==> config.mk <==
export PLATFORM = sky130hd
export DESIGN_NAME = md_issue_queue
export DESIGN_NICKNAME = d
export VERILOG_FILES = /design/src/rtl/md_issue_queue.sv
export SDC_FILE = /design/constraint.sdc
export NUM_CORES = 1
export LEC_CHECK = 0
export CAP_MARGIN = 20
export CORE_UTILIZATION = 35
export CTS_BUF_LIST = sky130_fd_sc_hd__clkbuf_8
export DETAILED_ROUTE_END_ITERATION = 8
export GPL_ROUTABILITY_DRIVEN = 0
export PLACE_DENSITY = 0.65
export SLEW_MARGIN = 40
export SYNTH_ARGS = -nofsm -noshare
export SYNTH_HDL_FRONTEND = slang
export SYNTH_SLANG_ARGS = --single-unit
export TNS_END_PERCENT = 30
==> constraint.sdc <==
create_clock -name clk -period 5.2 [get_ports clk]
set_clock_uncertainty 0.05 [all_clocks]
set_input_delay 1.04 -clock clk [delete_from_list [all_inputs] [get_ports clk]]
set_output_delay 1.04 -clock clk [all_outputs]
set_load 0.1 [all_outputs]
==> src/rtl/md_issue_queue.sv <==
// md_issue_queue: in-order MD issue queue with bypass and HI/LO read interlock.
// Build option MDQ_FLUSH_EN adds a flush port that empties the queue.
module md_issue_queue #(
   parameter  int DEPTH = 2,
   localparam int CW    = $clog2(DEPTH) + 1
) (
   input  logic          clk,
   input  logic          reset,
   input  logic          in_valid,
   input  logic [3:0]    in_op,
   input  logic [31:0]   in_rs,
   input  logic [31:0]   in_rt,
   output logic          in_ready,
   input  logic          rd_req,
   output logic          stall,
   input  logic          md_busy,
   output logic [3:0]    md_op,
   output logic [31:0]   md_rs,
   output logic [31:0]   md_rt,
`ifdef MDQ_FLUSH_EN
   input  logic          flush,
`endif
   output logic [CW-1:0] count
);

   localparam int AW = $clog2(DEPTH);

   typedef struct packed {
      logic [3:0]  op;
      logic [31:0] rs;
      logic [31:0] rt;
   } ent_t;

   ent_t          mem_q [DEPTH];
   logic [AW-1:0] head_q, head_d;
   logic [AW-1:0] tail_q, tail_d;
   logic [CW-1:0] cnt_q, cnt_d;

   logic kill;
   logic op_ok;
   logic empty;
   logic push;
   logic issue;
   logic pop;
   logic bypass;
   logic enq;

`ifdef MDQ_FLUSH_EN
   assign kill = flush;
`else
   assign kill = 1'b0;
`endif

   assign op_ok    = (in_op >= 4'd1) && (in_op <= 4'd6);
   assign empty    = (cnt_q == '0);
   assign in_ready = (cnt_q < CW'(DEPTH));
   assign count    = cnt_q;

   assign push   = in_valid & op_ok & in_ready & ~kill & ~reset;
   assign issue  = ~md_busy & ~kill & ~reset & (~empty | push);
   assign pop    = issue & ~empty;
   assign bypass = issue & empty;
   assign enq    = push & ~bypass;

   assign stall = ~kill & ((in_valid & op_ok & ~in_ready) |
                           (rd_req & (~empty | md_busy)));

   always_comb begin
      md_op = 4'd0;
      md_rs = 32'd0;
      md_rt = 32'd0;
      if (pop) begin
         md_op = mem_q[head_q].op;
         md_rs = mem_q[head_q].rs;
         md_rt = mem_q[head_q].rt;
      end else if (bypass) begin
         md_op = in_op;
         md_rs = in_rs;
         md_rt = in_rt;
      end
   end

   // DEPTH is a power of two, so pointers wrap by natural overflow
   always_comb begin
      head_d = pop ? head_q + AW'(1) : head_q;
      tail_d = enq ? tail_q + AW'(1) : tail_q;
      unique case ({enq, pop})
         2'b10:   cnt_d = cnt_q + CW'(1);
         2'b01:   cnt_d = cnt_q - CW'(1);
         default: cnt_d = cnt_q;
      endcase
   end

   always_ff @(posedge clk) begin
      if (reset | kill) begin
         head_q <= '0;
         tail_q <= '0;
         cnt_q  <= '0;
      end else begin
         head_q <= head_d;
         tail_q <= tail_d;
         cnt_q  <= cnt_d;
      end
   end

   always_ff @(posedge clk) begin
      if (enq) begin
         mem_q[tail_q] <= '{op: in_op, rs: in_rs, rt: in_rt};
      end
   end

endmodule

# Word-level counts from Yosys, hierarchy flattened
# Memory sizes are Yosys's and may differ from the RTL's. A register that Yosys moved wholly into a read port is not among the register bits.
# Index checks and enable logic that the tools add are counted.
totals:
  reg_bits: 4
  n_memories: 1
  rom_bits: 0
  output_inout_bits: 72
  ram_bits: 136
  latch_bits: 0
  word_cells: 45
mem_list:
  columns: ["memory", "words", "word_bits", "rd", "rd_ports_with_merged_regs", "write_ports", "line_no", "text"]
  rows:
  - ["mem_q", 2, 68, 1, 1, 1, "34", "ent_t mem_q [DEPTH];"]
classes:
  n_mul: 0
  n_lt_le_gt_ge: 3
  div_mod_pow: 0
  n_eq_ne: 2
  mux: 11
  add_sub_neg: 4
  shifts: 0
  reduce_logical: 3
  n_bitwise: 18
ops:
  columns: ["op", "count"]
  rows:
  - ["$mux 32", 4]
  - ["$and 1x1->1", 10]
  - ["$mux 4", 2]
  - ["$not 1->1", 5]
  - ["$ge 4x1->1 const B", 1]
  - ["$le 4x3->1 const B", 1]
  - ["$mux 1", 4]
  - ["$pmux 2 s2", 1]
  - ["$or 1x1->1", 3]
  - ["$add 1x1->1 const B", 2]
  - ["$add 2x1->2 const B", 1]
  - ["$eq 2x1->1 const B", 1]
  - ["$eq 2x2->1 const B", 1]
  - ["$logic_not 2->1", 1]
  - ["$lt 2x2->1 const B", 1]
  - ["$reduce_bool 2->1", 1]
  - ["$sub 2x1->2 const B", 1]
  - ["$logic_and 1x1->1", 1]

# Depth between registers and ports, before layout
logic_depth:
  depth_word: 12
  mapped_depth: 9
  depth_no_buf: 7

# Worst setup path after synthesis
# Ideal clock, no wire load.
synth_timing:
  path_type: "input-to-reg"
  from: "in in_op[0]"
  to: "mem mem_q[0][0] in the netlist's numbering, enable pin"
  n_path_buf: 0
  slack_ns: -0.029
  t_arrival_ns: 4.685
  path_stages: 4
  path_cell_list: "or3_1 > nand4b_2 > or4_4 > nor2_1"
synth_between:
  elab_chain_len: 12
  word_cells_on_any_way: 13
  classes_between: "order compare: 2; mux: 2; bitwise: 8; reduce/logical: 1"
synth_lines:
  columns: ["element", "line_no", "text"]
  rows:
  - ["start: declaration", "10", "input logic [3:0] in_op,"]
  - ["$ge 4x1->1 or $le 4x3->1 (tied branches)", "54", "assign op_ok = (in_op >= 4'd1) && (in_op <= 4'd6);"]
  - ["$logic_and 1x1->1 (*)", "54", null]
  - ["$and 1x1->1 (*) (3 in a row)", "59", "assign push = in_valid & op_ok & in_ready & ~kill & ~reset;"]
  - ["$or 1x1->1", "60", "assign issue = ~md_busy & ~kill & ~reset & (~empty | push);"]
  - ["$and 1x1->1", "60", null]
  - ["$and 1x1->1", "62", "assign bypass = issue & empty;"]
  - ["$not 1->1", "63", "assign enq = push & ~bypass;"]
  - ["$and 1x1->1 (*)", "63", null]
  - ["$mux 1 (*)", "107", "if (enq) begin"]
  - ["$mux 1 (implied by the code) (*)", "108", "mem_q[tail_q] <= '{op: in_op, rs: in_rs, rt: in_rt};"]
  - ["end: declaration", "34", null]
# Mark *: on every way between the ends. The rest lies on a longest branch, timed or not.

# Worst setup path after layout
layout_timing:
  from: "in in_op[0]"
  to: "out md_rs[30]"
layout_between:
  elab_chain_len: 10
  word_cells_on_any_way: 12
  classes_between: "order compare: 2; mux: 2; bitwise: 7; reduce/logical: 1"
layout_lines:
  columns: ["element", "line_no", "text"]
  rows:
  - ["$ge 4x1->1 or $le 4x3->1 (tied branches)", "54", null]
  - ["$logic_and 1x1->1 (*)", "54", null]
  - ["$and 1x1->1 (*) (3 in a row)", "59", null]
  - ["$or 1x1->1 (*)", "60", null]
  - ["$and 1x1->1 (*)", "60", null]
  - ["$and 1x1->1", "62", null]
  - ["$mux 32", "76", "end else if (bypass) begin"]
  - ["$mux 32 (*)", "72", "if (pop) begin"]
  - ["end: declaration", "18", "output logic [31:0] md_rs,"]
# Marked as above.

==> flow_summary.toml <==
[clock_network]
postCtsSetupRepairBufs = 0
cts_buffers = 17
cts_buffer_depth = 2
hold_buffers = 0
h-tree-depth = 4
clock_sinks = 141
cts_tree = "built"
insertion_delay_ns = 0.44
cts_resized = 0
clkTransAtPathRegs_ns = 0.08
cts-root-buf = "clkbuf_8"

[cells_and_area]
final_nets = 553
n_fill_cell = 1334
area_delta_synth_final_pct = 45.4
final_util_pct = 52.1
stdcell_count = 712
antenna_cells = 0
drive_above_1_share_pct = 30.9
stdcell_area_sq_um = 8680

[critical_path]
crit_required_ns = 4.11
r2r-start = "count[1]"
cpMaxStageDelayCell = "clkdlybuf4s50_1"
critPathMaxStageDelay_ns = 0.56
startpoint_type = "primary input"
cp_cell_sequence = "clkdlybuf4s50_1 > or3_1 > nand4b_2 > nor4b_4 > buf_4 > o2bb2ai_1 > buf_12"
crit_buf_inv = 3
path_depth = 7
r2r_end = "count[1]"
worst_setup_path_end_kind = "primary output"
ff2ff_setup_slack_ns = 2.94
worstSetupPathType = "primary input to primary output"
path_max_fanout = 40
crit_arrival_ns = 3.30
r2r_cells = 5
cp_top_family = "buffers and inverters"

[synth]
syn_inst = 330
synth-seq-cells = 141
synth_top_area_share_pct = 68.4
netlist-cell-type-count = 24
syn_area_sq_um = 5970
yosysTopAreaCell = "edfxtp_1"
ys.warnings.count = 0
synth_nets = 404
syn_avg_cell_area_sq_um = 18.1
synthTopCellsByArea = "edfxtp_1, mux2i_1, o2bb2ai_2, o2bb2ai_1, dfxtp_1"
ys_seq_area_share_pct = 70.1

[hold_path]
min_delay_path_depth = 2
hp-start = "head_q"
hold_path.class = "flop to flop"
min_to = "head_q"

[route]
ant_nets = 0
wl_per_cell_um = 17.9
drc = 0
firstDrtPassIters = 4
drt_wl_total_um = 12800
vias = 3473
drt_iter0_drc = 146
via_per_inst = 4.88

[grt]
grt.overflow.total = 0
grt_pass1_vias = 3630
grt_max_degree = 41
grt_pass1_wl_um = 20200
antenna_found_initial = 0
grt_util_all_layers_pct = 15.2

[die]
fp.dieH_um = 133
die_area_sq_um = 17600
core_sq_um = 16600
die_w_um = 133
io_pins = 145
initial_core_util_pct = 35.9
fp-row-count = 47

[sta]
hold_ws_ns = 0.498
setup_violations = 0
fmax_mhz = 228
rsz0062_at_grt = "false"
period_minus_slack_ns = 4.39
fin_crit_sh_pct = 84.5
slew_headroom_pct = 48.2
worst_pin_slew_ns = 0.775
final_max_slew_viol_count = 0
hold_violations = 0

[place]
io_buffers = 144
place_area_sq_um = 8220
place_inst = 680
hpwl_um = 8160

[pwr]
p_per_area_nw_per_um2 = 294
peakVddDrop_mv = 0.162
power.leakage_nw = 2.73

[job]
drv_cap = 0

[outcome]
status = "complete, no violations"
==> how the worst max path moves through the flow <==
stage / slack (ns) / endpoint / start
final: 0.81 / md_rs[30] / in_op[0]
after global routing: 0.70 / md_rs[29] / in_op[0]
after CTS: 0.83 / md_rs[30] / in_op[0]
after detailed placement: 0.84 / md_rs[30] / in_op[0]
after global placement: 0.87 / md_rs[30] / in_op[0]
after floorplan: -0.03 / mem_q[0][0] / in_op[0]
==> layout make-up <==
type / count / area (sq um) / share of cell area (%)
Multi-Input combinational cell: 160 / 1660 / 19.1
Clock inverter: 15 / 220 / 2.54
Clock buffer: 17 / 234 / 2.70
Tap cell: 220 / 275 / 3.17
Inverter: 4 / 15.0 / 0.173
Timing Repair Buffer: 155 / 2090 / 24.0
Sequential cell: 141 / 4190 / 48.3
==> sequential cells by signal, indices dropped and copies added (netlist names), named ones only <==
signal	flops
mem_q	136
head_q	1
tail_q	1
count	2
==> metal layers <==
metal	wire, um	up-vias	track usage (%)	part of all wire (%)
met3	798	11	5.52	6.3
met2	6430	108	25.4	50
met4	140	0	4.92	1.1
met1	5390	1711	18.3	42
met5	0	-	0	0
li1	-	1643	-	-
==> stage by stage <==
step	setup slack (ns)	power [mW]	TNS, ns
6_report	0.809	2.55	0
5_1_grt	0.701	2.64	0
4_1_cts	0.827	2.58	0
3_5_place_dp	0.839	1.59	0
3_3_place_gp	0.871	1.58	0
2_1_floorplan	-0.0294	1.44	-4.00
==> tightest hold or removal path, cell delays in order (launching register included) <==
cell	delay, ns
dfxtp_1	0.34
xor2_1	0.09
nor2_1	0.09
==> Yosys cell counts (all sizes together) <==
cell / instances
edfxtp: 136
nor2: 8
nand3: 1
inv: 4
a21oi: 1
nand4b: 1
nor4b: 1
clkbuf: 10
xnor2: 1
o311ai: 1
o21ai: 4
mux2i: 68
buf: 15
o2bb2ai: 67
or3: 2
xor2: 2
o31ai: 1
or4: 1
dfxtp: 5
ha: 1
==> where the power goes <==
| group | internal [mW] | switching [mW] | total, mW | leakage (nW) |
|---|---|---|---|---|
| logic | 0.117 | 0.178 | 0.295 | 1.23 |
| registers | 1.26 | 0.00648 | 1.26 | 1.27 |
| clock network | 0.570 | 0.420 | 0.990 | 0.226 |
| total | 1.94 | 0.605 | 2.55 | 2.73 |
==> placed cells by master, fill, tap and decap left out, types with 2 or more instances in the layout <==
master / count
edfxtp_1: 136
clkdlybuf4s50_1: 72
mux2i_1: 68
buf_12: 60
o2bb2ai_1: 37
o2bb2ai_2: 30
buf_4: 20
clkbuf_8: 17
nor2_1: 6
bufinv_16: 5
inv_1: 4
clkinv_2: 4
dfxtp_1: 4
o21ai_0: 3
clkinv_4: 3
buf_2: 3
or3_1: 2
nor2_4: 2
xor2_1: 2
clkinvlp_4: 2
==> cells by family after synthesis <==
| logic type | after synthesis | share of synthesized area [%] |
|---|---|---|
| AND/OR/NAND/NOR | 14 | 1.63 |
| XOR/XNOR | 3 | 0.440 |
| adder cells (fa/ha/maj) | 1 | 0.210 |
| multiplexers | 68 | 11.4 |
| buffers and inverters | 29 | 2.54 |
| flip-flops | 141 | 70.1 |
| AO/OA/AOI/OAI | 74 | 13.7 |
Note: power is estimated with default switching activity, not from simulation.
